**config.mk**
```make
export PLATFORM = sky130hd
export DESIGN_NAME = fpmul_arbiter_flat
export DESIGN_NICKNAME = d
export VERILOG_FILES = /design/src/rtl/fpmul_arbiter_if.sv /design/src/rtl/fpmul_arbiter.sv /design/src/flat_wrapper.sv
export SDC_FILE = /design/constraint.sdc
export NUM_CORES = 1
export LEC_CHECK = 0
export CORE_MARGIN = 2
export CORE_UTILIZATION = 35
export CTS_CLUSTER_DIAMETER = 60
export DETAILED_ROUTE_END_ITERATION = 7
export GPL_ROUTABILITY_DRIVEN = 0
export PLACE_DENSITY = 0.71
export SLEW_MARGIN = 30
export SYNTH_ARGS = -nofsm -noshare
export SYNTH_HDL_FRONTEND = slang
export SYNTH_SLANG_ARGS = --single-unit
```
**constraint.sdc**
```tcl
create_clock -name clock -period 3.7 [get_ports clock]
set_clock_uncertainty 0.05 [all_clocks]
set_input_delay 0.74 -clock clock [delete_from_list [all_inputs] [get_ports clock]]
set_output_delay 0.74 -clock clock [all_outputs]
set_load 0.02 [all_outputs]
```
**src/rtl/fpmul_arbiter_if.sv**
```systemverilog
// Requester-side bundle of the fpmul arbiter: job request channel and tagged result pulse.
// The requester (master) drives operands and valid; the arbiter (slave) grants and responds.
interface fpmul_arbiter_if #(
    parameter int N = 4
);
    localparam int IDW = (N > 1) ? $clog2(N) : 1;

    logic [N-1:0]    req_valid;
    logic [N-1:0]    req_ready;
    logic [N*32-1:0] req_a;
    logic [N*32-1:0] req_b;
    logic            rsp_valid;
    logic [IDW-1:0]  rsp_id;
    logic [31:0]     rsp_product;
    logic            rsp_error;

    modport master (
        output req_valid, req_a, req_b,
        input  req_ready, rsp_valid, rsp_id, rsp_product, rsp_error
    );

    modport slave (
        input  req_valid, req_a, req_b,
        output req_ready, rsp_valid, rsp_id, rsp_product, rsp_error
    );
endinterface

```
**src/rtl/fpmul_arbiter.sv**
```systemverilog
// Round-robin arbiter time-sharing one serial-load fpmultiplier across N requesters.
// Grant to rsp_valid in 8 cycles (7 for special operands); one job in flight, req_ready only in IDLE.
module fpmul_arbiter #(
    parameter int N       = 4,
    parameter int TIMEOUT = 15
) (
    input  logic           clock,
    input  logic           nreset,
    fpmul_arbiter_if.slave bus,
    output logic           busy,
    output logic           mul_nreset,
    output logic [31:0]    mul_a,
    input  logic [31:0]    mul_product,
    input  logic           mul_ready
);
    localparam int          IDW             = (N > 1) ? $clog2(N) : 1;
    localparam logic [31:0] TIMEOUT_PRODUCT = 32'h7F800001;

    typedef enum logic [2:0] {
        IDLE,
        RELEASE,
        LOAD_A,
        LOAD_B,
        WAIT,
        DONE
    } state_t;

    state_t         state_q, state_d;
    logic [IDW-1:0] ptr_q, ptr_d;
    logic [IDW-1:0] job_id_q, job_id_d;
    logic [IDW-1:0] rsp_id_q, rsp_id_d;
    logic [31:0]    op_a_q, op_a_d;
    logic [31:0]    op_b_q, op_b_d;
    logic [31:0]    rsp_product_q, rsp_product_d;
    logic           rsp_error_q, rsp_error_d;
    logic [7:0]     cnt_q, cnt_d;
    logic           mul_nreset_q, mul_nreset_d;
    logic [31:0]    mul_a_q, mul_a_d;

    logic           found;
    logic [IDW-1:0] winner;
    logic [N-1:0]   grant;

    // First valid requester after the last winner, wrapping modulo N.
    always_comb begin
        found  = 1'b0;
        winner = '0;
        for (int k = 1; k <= N; k++) begin
            if (!found && bus.req_valid[(int'(ptr_q) + k) % N]) begin
                found  = 1'b1;
                winner = IDW'((int'(ptr_q) + k) % N);
            end
        end
    end

    always_comb begin
        grant = '0;
        if (nreset && state_q == IDLE && found) begin
            grant[winner] = 1'b1;
        end
    end

    always_comb begin
        state_d       = state_q;
        ptr_d         = ptr_q;
        job_id_d      = job_id_q;
        rsp_id_d      = rsp_id_q;
        op_a_d        = op_a_q;
        op_b_d        = op_b_q;
        rsp_product_d = rsp_product_q;
        rsp_error_d   = rsp_error_q;
        cnt_d         = cnt_q;

        case (state_q)
            IDLE: begin
                if (|grant) begin
                    op_a_d   = bus.req_a[32*int'(winner) +: 32];
                    op_b_d   = bus.req_b[32*int'(winner) +: 32];
                    job_id_d = winner;
                    ptr_d    = winner;
                    state_d  = RELEASE;
                end
            end
            RELEASE: state_d = LOAD_A;
            LOAD_A:  state_d = LOAD_B;
            LOAD_B: begin
                cnt_d   = 8'd1;
                state_d = WAIT;
            end
            WAIT: begin
                // A product arriving on the last allowed cycle still wins over the abort.
                if (mul_ready) begin
                    rsp_product_d = mul_product;
                    rsp_error_d   = 1'b0;
                    rsp_id_d      = job_id_q;
                    state_d       = DONE;
                end else if (cnt_q == 8'(TIMEOUT)) begin
                    rsp_product_d = TIMEOUT_PRODUCT;
                    rsp_error_d   = 1'b1;
                    rsp_id_d      = job_id_q;
                    state_d       = DONE;
                end else begin
                    cnt_d = cnt_q + 8'd1;
                end
            end
            DONE:    state_d = IDLE;
            default: state_d = IDLE;
        endcase

        // Multiplier controls are registered from the next state, never from req_*.
        mul_nreset_d = (state_d == RELEASE) || (state_d == LOAD_A) ||
                       (state_d == LOAD_B)  || (state_d == WAIT);
        mul_a_d      = (state_d == LOAD_A) ? op_a_q :
                       (state_d == LOAD_B) ? op_b_q : 32'h0;
    end

    always_ff @(posedge clock or negedge nreset) begin
        if (!nreset) begin
            state_q       <= IDLE;
            ptr_q         <= IDW'(N - 1);
            job_id_q      <= '0;
            rsp_id_q      <= '0;
            op_a_q        <= '0;
            op_b_q        <= '0;
            rsp_product_q <= '0;
            rsp_error_q   <= 1'b0;
            cnt_q         <= '0;
            mul_nreset_q  <= 1'b0;
            mul_a_q       <= '0;
        end else begin
            state_q       <= state_d;
            ptr_q         <= ptr_d;
            job_id_q      <= job_id_d;
            rsp_id_q      <= rsp_id_d;
            op_a_q        <= op_a_d;
            op_b_q        <= op_b_d;
            rsp_product_q <= rsp_product_d;
            rsp_error_q   <= rsp_error_d;
            cnt_q         <= cnt_d;
            mul_nreset_q  <= mul_nreset_d;
            mul_a_q       <= mul_a_d;
        end
    end

    assign bus.req_ready   = grant;
    assign bus.rsp_valid   = (state_q == DONE);
    assign bus.rsp_id      = rsp_id_q;
    assign bus.rsp_product = rsp_product_q;
    assign bus.rsp_error   = rsp_error_q;
    assign busy            = (state_q != IDLE);
    assign mul_nreset      = mul_nreset_q;
    assign mul_a           = mul_a_q;
endmodule

```
**src/flat_wrapper.sv**
```systemverilog
// flat-port wrapper written by rule: the top's interface ports become plain ports
module fpmul_arbiter_flat 
#(
    parameter int N       = 4,
    parameter int TIMEOUT = 15
)
  (clock, nreset, busy, mul_nreset, mul_a, mul_product, mul_ready, bus_req_valid, bus_req_a, bus_req_b, bus_req_ready, bus_rsp_valid, bus_rsp_id, bus_rsp_product, bus_rsp_error);
  fpmul_arbiter_if #(.N(N)) bus_i ();
  input  logic clock;
  input  logic nreset;
  output logic busy;
  output logic mul_nreset;
  output logic [31:0] mul_a;
  input  logic [31:0] mul_product;
  input  logic mul_ready;
  input wire logic [$bits(bus_i.req_valid)-1:0] bus_req_valid;
  input wire logic [$bits(bus_i.req_a)-1:0] bus_req_a;
  input wire logic [$bits(bus_i.req_b)-1:0] bus_req_b;
  output wire logic [$bits(bus_i.req_ready)-1:0] bus_req_ready;
  output wire logic [$bits(bus_i.rsp_valid)-1:0] bus_rsp_valid;
  output wire logic [$bits(bus_i.rsp_id)-1:0] bus_rsp_id;
  output wire logic [$bits(bus_i.rsp_product)-1:0] bus_rsp_product;
  output wire logic [$bits(bus_i.rsp_error)-1:0] bus_rsp_error;
  assign bus_i.req_valid = bus_req_valid;
  assign bus_i.req_a = bus_req_a;
  assign bus_i.req_b = bus_req_b;
  assign bus_req_ready = bus_i.req_ready;
  assign bus_rsp_valid = bus_i.rsp_valid;
  assign bus_rsp_id = bus_i.rsp_id;
  assign bus_rsp_product = bus_i.rsp_product;
  assign bus_rsp_error = bus_i.rsp_error;
  fpmul_arbiter #(.N(N), .TIMEOUT(TIMEOUT)) u_core (.clock(clock), .nreset(nreset), .bus(bus_i), .busy(busy), .mul_nreset(mul_nreset), .mul_a(mul_a), .mul_product(mul_product), .mul_ready(mul_ready));
endmodule
```
==> out/metrics.csv, run 1 <==
stage,metric,value,unit
global_routing,grt_pass1_wl,41.7,mm
timing,fmax,0.280,GHz
final_layout,antenna_cells,0,
logic_synthesis,synthTopCellsByCount,"dfrtp_1 (145), nor2_1 (78), and3_1 (69)",
global_routing,grt_overflow,0,
place,io_buffer_count,368,
critical_path,cpMaxStageDelayCell,clkdlybuf4s50_1,
timing,worstMarginPinSlew,927,ps
logic_synthesis,synth_top_cell_by_area,dfrtp_1,
final_layout,drive_above_1_share,8.26,%
power_and_ir_drop,powerDensity,704,mW/mm^2
drt,ant_nets,0,
global_routing,grt_start_max_net_pins,73,
run_status,outcome,"complete, no violations",
final_layout,n_fill_cell,1935,
critical_path,startpoint_type,input pin,
floorplanning,die_h,152,um
floorplanning,core-area,0.0217,sq mm
critical_path,r2r-start,u_core.state_q[0]$_DFF_PN0_,
timing,grt_setup_unrepaired,no,
logic_synthesis,async_flop_share,100,%
clocking,cts_setup_buffers,0,
critical_path,cp_max_fo,7,
critical_path,worstRegToRegCells,6,
clocking,cts-root-buf,clkbuf_16,
critical_path,cp_num_buf_inv,2,
critical_path,cp.arrival,2780,ps
logic_synthesis,synth_edf_count,0,
logic_synthesis,syn_area,0.00768,sq mm
logic_synthesis,synth_cell_type_count,50,
timing,final_max_slew_viol_count,0,
critical_path,crit_type,in2out,
floorplanning,dieArea,0.0231,sq mm
critical_path,crit_family,buffers and inverters,
logic_synthesis,synth_top_cell_area_share,47.3,%
final_layout,final_nets,1336,
timing,relSlewSlack,38.2,%
min_path,hold_path_class,in2async,
floorplanning,io_pins,369,
clocking,clock_latency,420,ps
global_routing,antenna_found_initial,0,
timing,setup_tns,0,ps
drt,via_per_inst,5.45,
power_and_ir_drop,peakVddDrop,0.000382,V
drt,routedWlPerCell,19.9,um
critical_path,crit_chain,clkdlybuf4s50_1 > or3b_2 > o21ai_1 > a21oi_1 > and2_1 > clkdlybuf4s50_1,
timing,hold_viol_final,0,
timing,finalCriticalPeriod,3570,ps
drt,dr.first_iter.drc_count,456,
logic_synthesis,post-synth-top-count-cell,dfrtp_1,
clocking,cts_made_buffers,17,
clocking,cts.clk_slew.worst_paths,60,ps
floorplanning,start_util,35.4,%
final_layout,syn_to_final_growth,57.7,%
logic_synthesis,synthFlopType,dfrtp_1,
logic_synthesis,synthesis.nets,1003,
clocking,cts_tree,yes,
power_and_ir_drop,p_total,8.52,mW
critical_path,cp_common_cell,clkdlybuf4s50_1,
critical_path,r2r-end,u_core.op_a_q[12]$_DFFE_PN0P_,
critical_path,endpoint_kind,output port,
logic_synthesis,ys_warn_count,0,
floorplanning,die_w,152,um
place,hpwl,18.5,mm
critical_path,max_stage_delay,580,ps
timing,setup_violations,0,
floorplanning,rows,54,
drt,via_count,7260,
critical_path,r2r_setup_slack,1190,ps
critical_path,cp.required,2910,ps
global_routing,grtUsageTotal,22.7,%
logic_synthesis,synth_cells,707,
drt,drt-total-wl,26.5,mm
clocking,htreeDepth,4,
logic_synthesis,synth_seq_cells,147,
clocking,clock_path_buffers,2,
logic_synthesis,ys_seq_area_share,47.9,%
drt,drtPass1Iterations,4,
power_and_ir_drop,p_leak,5.12,nW
drt,drc,0,
run,drv_cap,0,
clocking,clock-sinks,147,
timing,timing.final.crit_share,96.4,%
logic_synthesis,synth_area_leaders,"dfrtp_1 (47%), mux2i_1 (8.5%), a22o_1 (6.3%), and3_1 (5.6%), a211oi_1 (5.5%)",
global_routing,grt_pass1_vias,7389,
logic_synthesis,syn_area_per_cell,10.9,sq um
worst reg2reg max path, cell delays in order (launching register included):
cell and delay [ps]:
dfrtp_1 470, or3_4 420, nor3b_4 280, nand3_4 110, buf_4 390, a221oi_1 540
a211oi_1 90
stage by stage:
step / util [%] / area (sq um) / hold slack, ps / cells / setup WS [ps]
global placement: 53.1 / 11500 / 401 / 1300 / 74.2
CTS: 55.7 / 12100 / 332 / 1332 / 24.6
global route: 55.8 / 12100 / 358 / 1333 / 51.9
finish: 55.8 / 12100 / 339 / 1333 / 133
detailed placement: 53.1 / 11500 / 415 / 1300 / 30.3
floorplan: - / 7680 / 389 / 707 / 994
flip-flops by register name (all words and copies together), names as in the netlist:
name	cells
u_core.state_q	3
u_core.job_id_q	2
u_core.bus.rsp_error	1
u_core.op_b_q	32
u_core.op_a_q	32
u_core.cnt_q	8
u_core.bus.rsp_id	2
u_core.mul_nreset	1
u_core.mul_a	32
u_core.bus.rsp_product	32
u_core.ptr_q	2
placed cells by master, fill, tap and decap left out, drive strengths merged, types with 3 or more instances in the layout:
master and count:
nand3 4, a21oi 10, a221oi 64, and3 69, xnor2 4, a211oi 64, o22a 7, o21ai 9
dfrtp 145, and2 4, inv 16, a22o 55, nor2 78, clkdlybuf4s50 365, clkbuf 18, a31oi 3
clkinv 4, mux2i 65, buf 17, or3 3, nand2 17
what timing repair did:
item / in CTS / in global routing
setup endpoints to repair: 0 / 2
resized for setup: 0 / 2
hold buffers: 0 / 0
layout make-up:
class | count | area, sq um | share of cell area (%)
repair buffers | 384 | 3850 | 31.8
flip-flops and latches | 147 | 3680 | 30.4
multi-input cells | 482 | 3630 | 30.0
clock buffers | 18 | 439 | 3.63
well taps | 280 | 350 | 2.89
clock inverters | 14 | 116 | 0.961
inverters | 8 | 30.0 | 0.248
cells by family (layout without fill, tap and decap cells):
kind of cell	after synthesis	count (layout)	share of synthesized area, %
AO/OA/AOI/OAI	224	224	25.3
XOR/XNOR	4	4	0.456
adder cells (fa/ha/maj)	1	1	0.163
buffers and inverters	78	424	5.25
flip-flops	147	147	47.9
multiplexers	65	65	8.47
AND/OR/NAND/NOR	188	188	12.4
worst max path at each step:
stage                     start               end  slack [ps]  depth (start not counted)
3_5_place_dp   bus_req_valid[3]  bus_req_ready[1]          30                          6
3_3_place_gp   bus_req_valid[3]  bus_req_ready[1]          70                          6
2_1_floorplan  bus_req_valid[2]  bus_req_ready[1]         990                          6
5_1_grt        bus_req_valid[3]  bus_req_ready[0]          50                          6
6_report       bus_req_valid[3]  bus_req_ready[0]         130                          6
4_1_cts        bus_req_valid[3]  bus_req_ready[1]          20                          6
per-layer routing:
metal	up-vias	routed length (um)	track usage (%)
li1	3404	-	-
met1	3511	11100	28.4
met2	315	13200	38.3
met3	30	1740	5.99
met4	0	475	7.12
met5	-	0	0
report_power, final:
part / switching [mW] / internal, mW / total (mW)
Sequential: 0.399 / 2.36 / 2.76
Clock: 0.733 / 0.897 / 1.63
Combinational: 2.16 / 1.98 / 4.13
Total: 3.29 / 5.23 / 8.52
Power figures use the tool's default switching activity.
==> inputs of run 2 (changes only) <==
==> constraint.sdc (replaced) <==
create_clock -name clock -period 3.7 [get_ports clock]
set_clock_uncertainty 0.05 [all_clocks]
set_input_delay 0.74 -clock clock [delete_from_list [all_inputs] [get_ports clock]]
set_output_delay 0.74 -clock clock [all_outputs]
set_load 0.01 [all_outputs]
==> run 2 against run 1 <==
  * Flip-flop and latch count did not move
  * Register-to-register slack hardly changed
  * Cell count barely moved
  * Via count increased by 0.37%
  * Critical path depth did not move
  * Total power shrank 2.5%
  * Sequential share of layout area about the same
  * Non-clock buffer count shrank 1
  * Clock power up 4%
  * Largest power group unchanged
  * Fmax shrank 0.97%
  * Routed wire length barely moved
==> out/metrics.csv, run 2 (synthesis gave the netlist of run 1 again) <==
stage,metric,value,unit,change
run_status,outcome,"complete, no violations",,
clocking,hold_buffers,0,,unchanged
critical_path,r2r-end,u_core.op_a_q[12]$_DFFE_PN0P_,,
global_routing,grt_start_max_net_pins,73,,unchanged
final_layout,layoutNonFillerInstCount,1332,,-0.075%
timing,setup_tns,0,ps,unchanged
timing,finalCriticalPeriod,3600,ps,+34.9 ps
drt,drt-total-wl,26.5,mm,about the same
critical_path,crit_type,in2out,,
critical_path,cp_common_cell,clkdlybuf4s50_1,,
critical_path,cp_num_buf_inv,2,,unchanged
timing,relSlewSlack,35.1,%,-3.1 points
final_layout,final_cell_mix,"clkdlybuf4s50_1 (367), dfrtp_1 (145), nor2_1 (77), and3_1 (68), mux2i_1 (65)",,
floorplanning,rows,54,,unchanged
timing,grt_setup_unrepaired,no,,
critical_path,startpoint_type,input pin,,
final_layout,final_nets,1335,,-0.075%
floorplanning,core-area,0.0217,sq mm,unchanged
place,io_buffer_count,368,,unchanged
clocking,cts-resized-gates,0,,unchanged
clocking,cts_setup_buffers,0,,unchanged
floorplanning,start_util,35.4,%,unchanged
final_layout,antenna_cells,0,,unchanged
clocking,clock_path_buffers,2,,unchanged
run,drv_cap,0,,unchanged
drt,via_per_inst,5.47,,+0.45%
clocking,cts_made_buffers,17,,unchanged
timing,worstMarginPinSlew,972,ps,+44.8 ps
final_layout,stdcell_area,0.0121,sq mm,about the same
power_and_ir_drop,p_leak,5.09,nW,-0.60%
place,dp.cells,1300,,unchanged
global_routing,grt_pass1_vias,7488,,+1.3%
timing,final_max_slew_viol_count,0,,unchanged
drt,drc,0,,unchanged
critical_path,cp.required,2910,ps,about the same
critical_path,cpMaxStageDelayCell,clkdlybuf4s50_1,,
power_and_ir_drop,powerDensity,685,mW/mm^2,-2.6%
drt,ant_nets,0,,unchanged
final_layout,final_common_cell,clkdlybuf4s50_1,,
clocking,cts-root-buf,clkbuf_16,,
floorplanning,die_w,152,um,unchanged
timing,fmax,0.278,GHz,-0.97%
timing,hold_viol_final,0,,unchanged
clocking,htreeDepth,4,,unchanged
critical_path,crit_family,buffers and inverters,,
drt,dr.first_iter.drc_count,437,,-4.2%
clocking,cts.clk_slew.worst_paths,60,ps,about the same
critical_path,cp_max_fo,7,,unchanged
critical_path,r2r_setup_slack,1180,ps,about the same
critical_path,cp.arrival,2810,ps,+30 ps
place,placed_cell_area,0.0115,sq mm,about the same
place,hpwl,18.8,mm,+2.0%
timing,timing.final.crit_share,97.4,%,+0.94 points
final_layout,syn_to_final_growth,57.8,%,about the same
timing,setup_violations,0,,unchanged
clocking,cts_tree,yes,,
critical_path,crit_chain,clkdlybuf4s50_1 > or3b_2 > o21ai_1 > a21o_4 > and3_1 > clkdlybuf4s50_1,,
drt,routedWlPerCell,19.9,um,about the same
critical_path,endpoint_kind,output port,,
power_and_ir_drop,peakVddDrop,0.000515,V,+35%
critical_path,max_stage_delay,590,ps,about the same
floorplanning,dieArea,0.0231,sq mm,unchanged
drt,via_count,7287,,+0.37%
floorplanning,die_h,152,um,unchanged
clocking,clock_latency,420,ps,about the same
global_routing,grt_pass1_wl,41.8,mm,+0.30%
critical_path,r2r-start,u_core.state_q[0]$_DFF_PN0_,,
global_routing,antenna_found_initial,0,,unchanged
min_path,hold_path_class,in2async,,
global_routing,grtUsageTotal,22.7,%,about the same
critical_path,worstRegToRegCells,6,,unchanged
drt,drtPass1Iterations,4,,unchanged
final_layout,n_fill_cell,1893,,-2.2%
global_routing,grt_overflow,0,,unchanged
floorplanning,io_pins,369,,unchanged
final_layout,drive_above_1_share,8.08,%,-0.18 points
clocking,clock-sinks,147,,unchanged
==> run 2: changes by cell type in the layout (fill, tap and decap cells not counted), moves of 2 or more <==
cell	change
clkinv_4	+4
clkinv_2	-3
inv_8	-3
clkbuf_8	+2
clkdlybuf4s50_1	+2
dlymetal6s2s_1	-2
==> run 2: through the flow <==
| stage | hold slack [ps] | power [mW] | utilization, % | setup slack [ps] |
|---|---|---|---|---|
| after floorplan | 389 | 5.01 | - | 1060 |
| after global placement | 401 | 6.56 | 53.2 | 145 |
| after detailed placement | 407 | 6.65 | 53.2 | 127 |
| after CTS | 346 | 8.37 | 55.9 | 116 |
| after global routing | 366 | 8.84 | 55.9 | 33.3 |
| final | 350 | 8.31 | 55.9 | 97.8 |
==> run 2: report_power, final <==
group	total (mW)	switching (mW)	internal, mW
registers	2.77	0.405	2.36
clock network	1.70	0.704	0.994
logic	3.84	1.89	1.95
==> run 2: final cells by class <==
class	count	area [sq um]	area share (%)
Sequential cell	147	3680	30.4
Timing Repair Buffer	383	3830	31.6
Clock buffer	21	470	3.88
Tap cell	280	350	2.89
Multi-Input combinational cell	482	3630	30.0
Inverter	8	30.0	0.248
Clock inverter	11	116	0.960
==> run 2: metal layers <==
layer,GRT usage [%],part of all wire (%)
met5,0,0
met4,8.37,2.6
met3,5.31,6.9
met2,38.4,50
met1,28.3,41
==> run 2: worst max-delay path by stage <==
stage                           startpoint               end  slack, ps  cells past startpoint
after floorplan           bus_req_valid[2]  bus_req_ready[1]       1060                      6
after global placement    bus_req_valid[3]  bus_req_ready[1]        150                      6
after detailed placement  bus_req_valid[3]  bus_req_ready[1]        130                      6
after CTS                 bus_req_valid[3]  bus_req_ready[1]        120                      6
after global routing      bus_req_valid[3]  bus_req_ready[1]         30                      6
final                     bus_req_valid[3]  bus_req_ready[1]        100                      6
==> inputs of run 3 (changes only) <==
--- a/config.mk
+++ b/config.mk
@@ -5,12 +5,14 @@
 export SDC_FILE = /design/constraint.sdc
 export NUM_CORES = 1
 export LEC_CHECK = 0
+export CELL_PAD_IN_SITES_DETAIL_PLACEMENT = 0
+export CELL_PAD_IN_SITES_GLOBAL_PLACEMENT = 2
 export CORE_MARGIN = 2
-export CORE_UTILIZATION = 35
+export CORE_UTILIZATION = 26
 export CTS_CLUSTER_DIAMETER = 60
 export DETAILED_ROUTE_END_ITERATION = 7
 export GPL_ROUTABILITY_DRIVEN = 0
-export PLACE_DENSITY = 0.71
+export PLACE_DENSITY_LB_ADDON = 0.1
 export SLEW_MARGIN = 30
 export SYNTH_ARGS = -nofsm -noshare
 export SYNTH_HDL_FRONTEND = slang
==> run 3 against run 2 <==
  * Hold slack improved by 59 ps
  * Total power is 1.2% higher
  * Critical endpoint unchanged
  * Die area grew 34%
  * Utilization is 13 points lower
  * Clock power barely moved
  * Clock-buffer cell count fell by 3
  * Routed wire length up 19%
  * Combinational power up 3%
  * Non-clock buffer count rose by 5
  * Sequential share of layout area decreased by 0.42 points
  * Flip-flop and latch count unchanged
==> out/metrics.csv, run 3 (synthesis gave the netlist of run 1 again) <==
stage,metric,value,unit,change
final_layout,final_core_util,42.6,%,-13 points
clocking,clock_path_buffers,2,,unchanged
critical_path,cp.arrival,2800,ps,about the same
place,io_buffer_count,368,,unchanged
clocking,cts_tree,yes,,
clocking,clock-sinks,147,,unchanged
power_and_ir_drop,peakVddDrop,0.000343,V,-33%
global_routing,antenna_found_initial,0,,unchanged
final_layout,drive_above_1_share,8.61,%,+0.53 points
critical_path,critPathLaunch,bus_req_valid[3],,
power_and_ir_drop,powerDensity,684,mW/mm^2,-0.17%
final_layout,final_cell_mix,"clkdlybuf4s50_1 (367), dfrtp_1 (145), nor2_1 (77), and3_1 (68), mux2i_1 (65)",,
clocking,cts_setup_buffers,0,,unchanged
global_routing,grt_pass1_vias,7564,,+1.0%
power_and_ir_drop,p_total,8.41,mW,+1.2%
timing,timing.final.crit_share,97.0,%,-0.38 points
clocking,cts.clk_slew.worst_paths,70,ps,about the same
final_layout,n_fill_cell,2796,,+48%
critical_path,cp.required,2910,ps,about the same
timing,setup_tns,0,ps,unchanged
floorplanning,die_h,176,um,+16%
drt,dr.first_iter.drc_count,296,,-32%
drt,drc,0,,unchanged
timing,hold_viol_final,0,,unchanged
timing,worstMarginPinSlew,932,ps,-39.9 ps
timing,setup_violations,0,,unchanged
timing,fmax,0.279,GHz,+0.39%
timing,final_max_slew_viol_count,0,,unchanged
floorplanning,die_w,176,um,+16%
clocking,cts-resized-gates,0,,unchanged
place,hpwl,21.7,mm,+15%
critical_path,r2r-start,u_core.state_q[0]$_DFF_PN0_,,
critical_path,endpoint_kind,output port,,
clocking,cts_made_buffers,17,,unchanged
floorplanning,rows,62,,+15%
clocking,htreeDepth,4,,unchanged
final_layout,syn_to_final_growth,60.0,%,
clocking,hold_buffers,0,,unchanged
final_layout,antenna_cells,0,,unchanged
floorplanning,io_pins,369,,unchanged
floorplanning,start_util,26.6,%,-8.8 points
critical_path,r2r-end,u_core.op_b_q[17]$_DFFE_PN0P_,,
final_layout,final_nets,1340,,+0.37%
final_layout,final_common_cell,clkdlybuf4s50_1,,
drt,routedWlPerCell,21.8,um,+9.6%
drt,drt-total-wl,31.5,mm,+19%
run,drv_cap,0,,unchanged
critical_path,cp_max_fo,7,,unchanged
global_routing,grt_start_max_net_pins,148,,+100%
global_routing,grt_overflow,0,,unchanged
clocking,clock_latency,430,ps,about the same
timing,hold_ws,408,ps,+58.6 ps
global_routing,grtUsageTotal,20.0,%,-2.6 points
critical_path,r2r_setup_slack,1120,ps,-60 ps
min_path,hold_path_class,in2async,,
floorplanning,core-area,0.0289,sq mm,+33%
drt,via_count,7162,,-1.7%
timing,grt_setup_unrepaired,no,,
drt,drtPass1Iterations,4,,unchanged
drt,via_per_inst,4.97,,-9.1%
power_and_ir_drop,p_leak,5.11,nW,+0.31%
run_status,outcome,"complete, no violations",,
drt,ant_nets,0,,unchanged
critical_path,startpoint_type,input pin,,
global_routing,grt_pass1_wl,46.9,mm,+12%
clocking,cts-root-buf,clkbuf_16,,
critical_path,worstRegToRegCells,5,,-1
timing,relSlewSlack,37.9,%,+2.8 points
floorplanning,dieArea,0.0309,sq mm,+34%
timing,finalCriticalPeriod,3590,ps,-13.9 ps
critical_path,crit_type,in2out,,
==> run 3: cell type report <==
cell class                      count  area, sq um  area share, %
Clock buffer                       18          439           3.57
Multi-Input combinational cell    482         3640           29.6
Clock inverter                     14          119          0.967
Timing Repair Buffer              388         3900           31.7
Sequential cell                   147         3680           30.0
Tap cell                          384          480           3.91
Inverter                            8         30.0          0.244
==> run 3: layer usage <==
metal  vias to the layer above  part of all wire [%]  GRT usage, %
met5                         -                     0             0
met4                         0                   1.3          4.92
met3                        21                   7.2          4.96
met2                       251                    50          35.1
met1                      3476                    42          24.7
li1                       3414                     -             -
==> run 3: report_power, final <==
part / internal [mW] / switching (mW) / leakage, nW
combinational: 1.99 / 1.97 / 3.09
sequential: 2.36 / 0.399 / 1.75
clock: 0.898 / 0.790 / 0.265
total: 5.25 / 3.16 / 5.11
==> run 3: critical path, stage by stage <==
cell and delay, ps:
clkdlybuf4s50_1 600, or3b_2 480, o21ai_1 140, a21o_4 150, and3_1 150, clkdlybuf4s50_1 530
==> run 3: through the flow <==
stage,cells,worst slack (ps),cell area (sq um)
floorplan,707,1060,7680
detailed placement,1409,123,11700
global placement,1407,135,11700
global route,1441,46.8,12300
finish,1441,112,12300
CTS,1441,116,12300
==> run 3: how the worst max path moves through the flow <==
| stage | slack, ps | cells past startpoint | to |
|---|---|---|---|
| finish | 110 | 6 | bus_req_ready[1] |
| global route | 50 | 6 | bus_req_ready[1] |
| CTS | 120 | 6 | bus_req_ready[1] |
| detailed placement | 120 | 6 | bus_req_ready[1] |
| global placement | 140 | 6 | bus_req_ready[1] |
| floorplan | 1060 | 6 | bus_req_ready[1] |
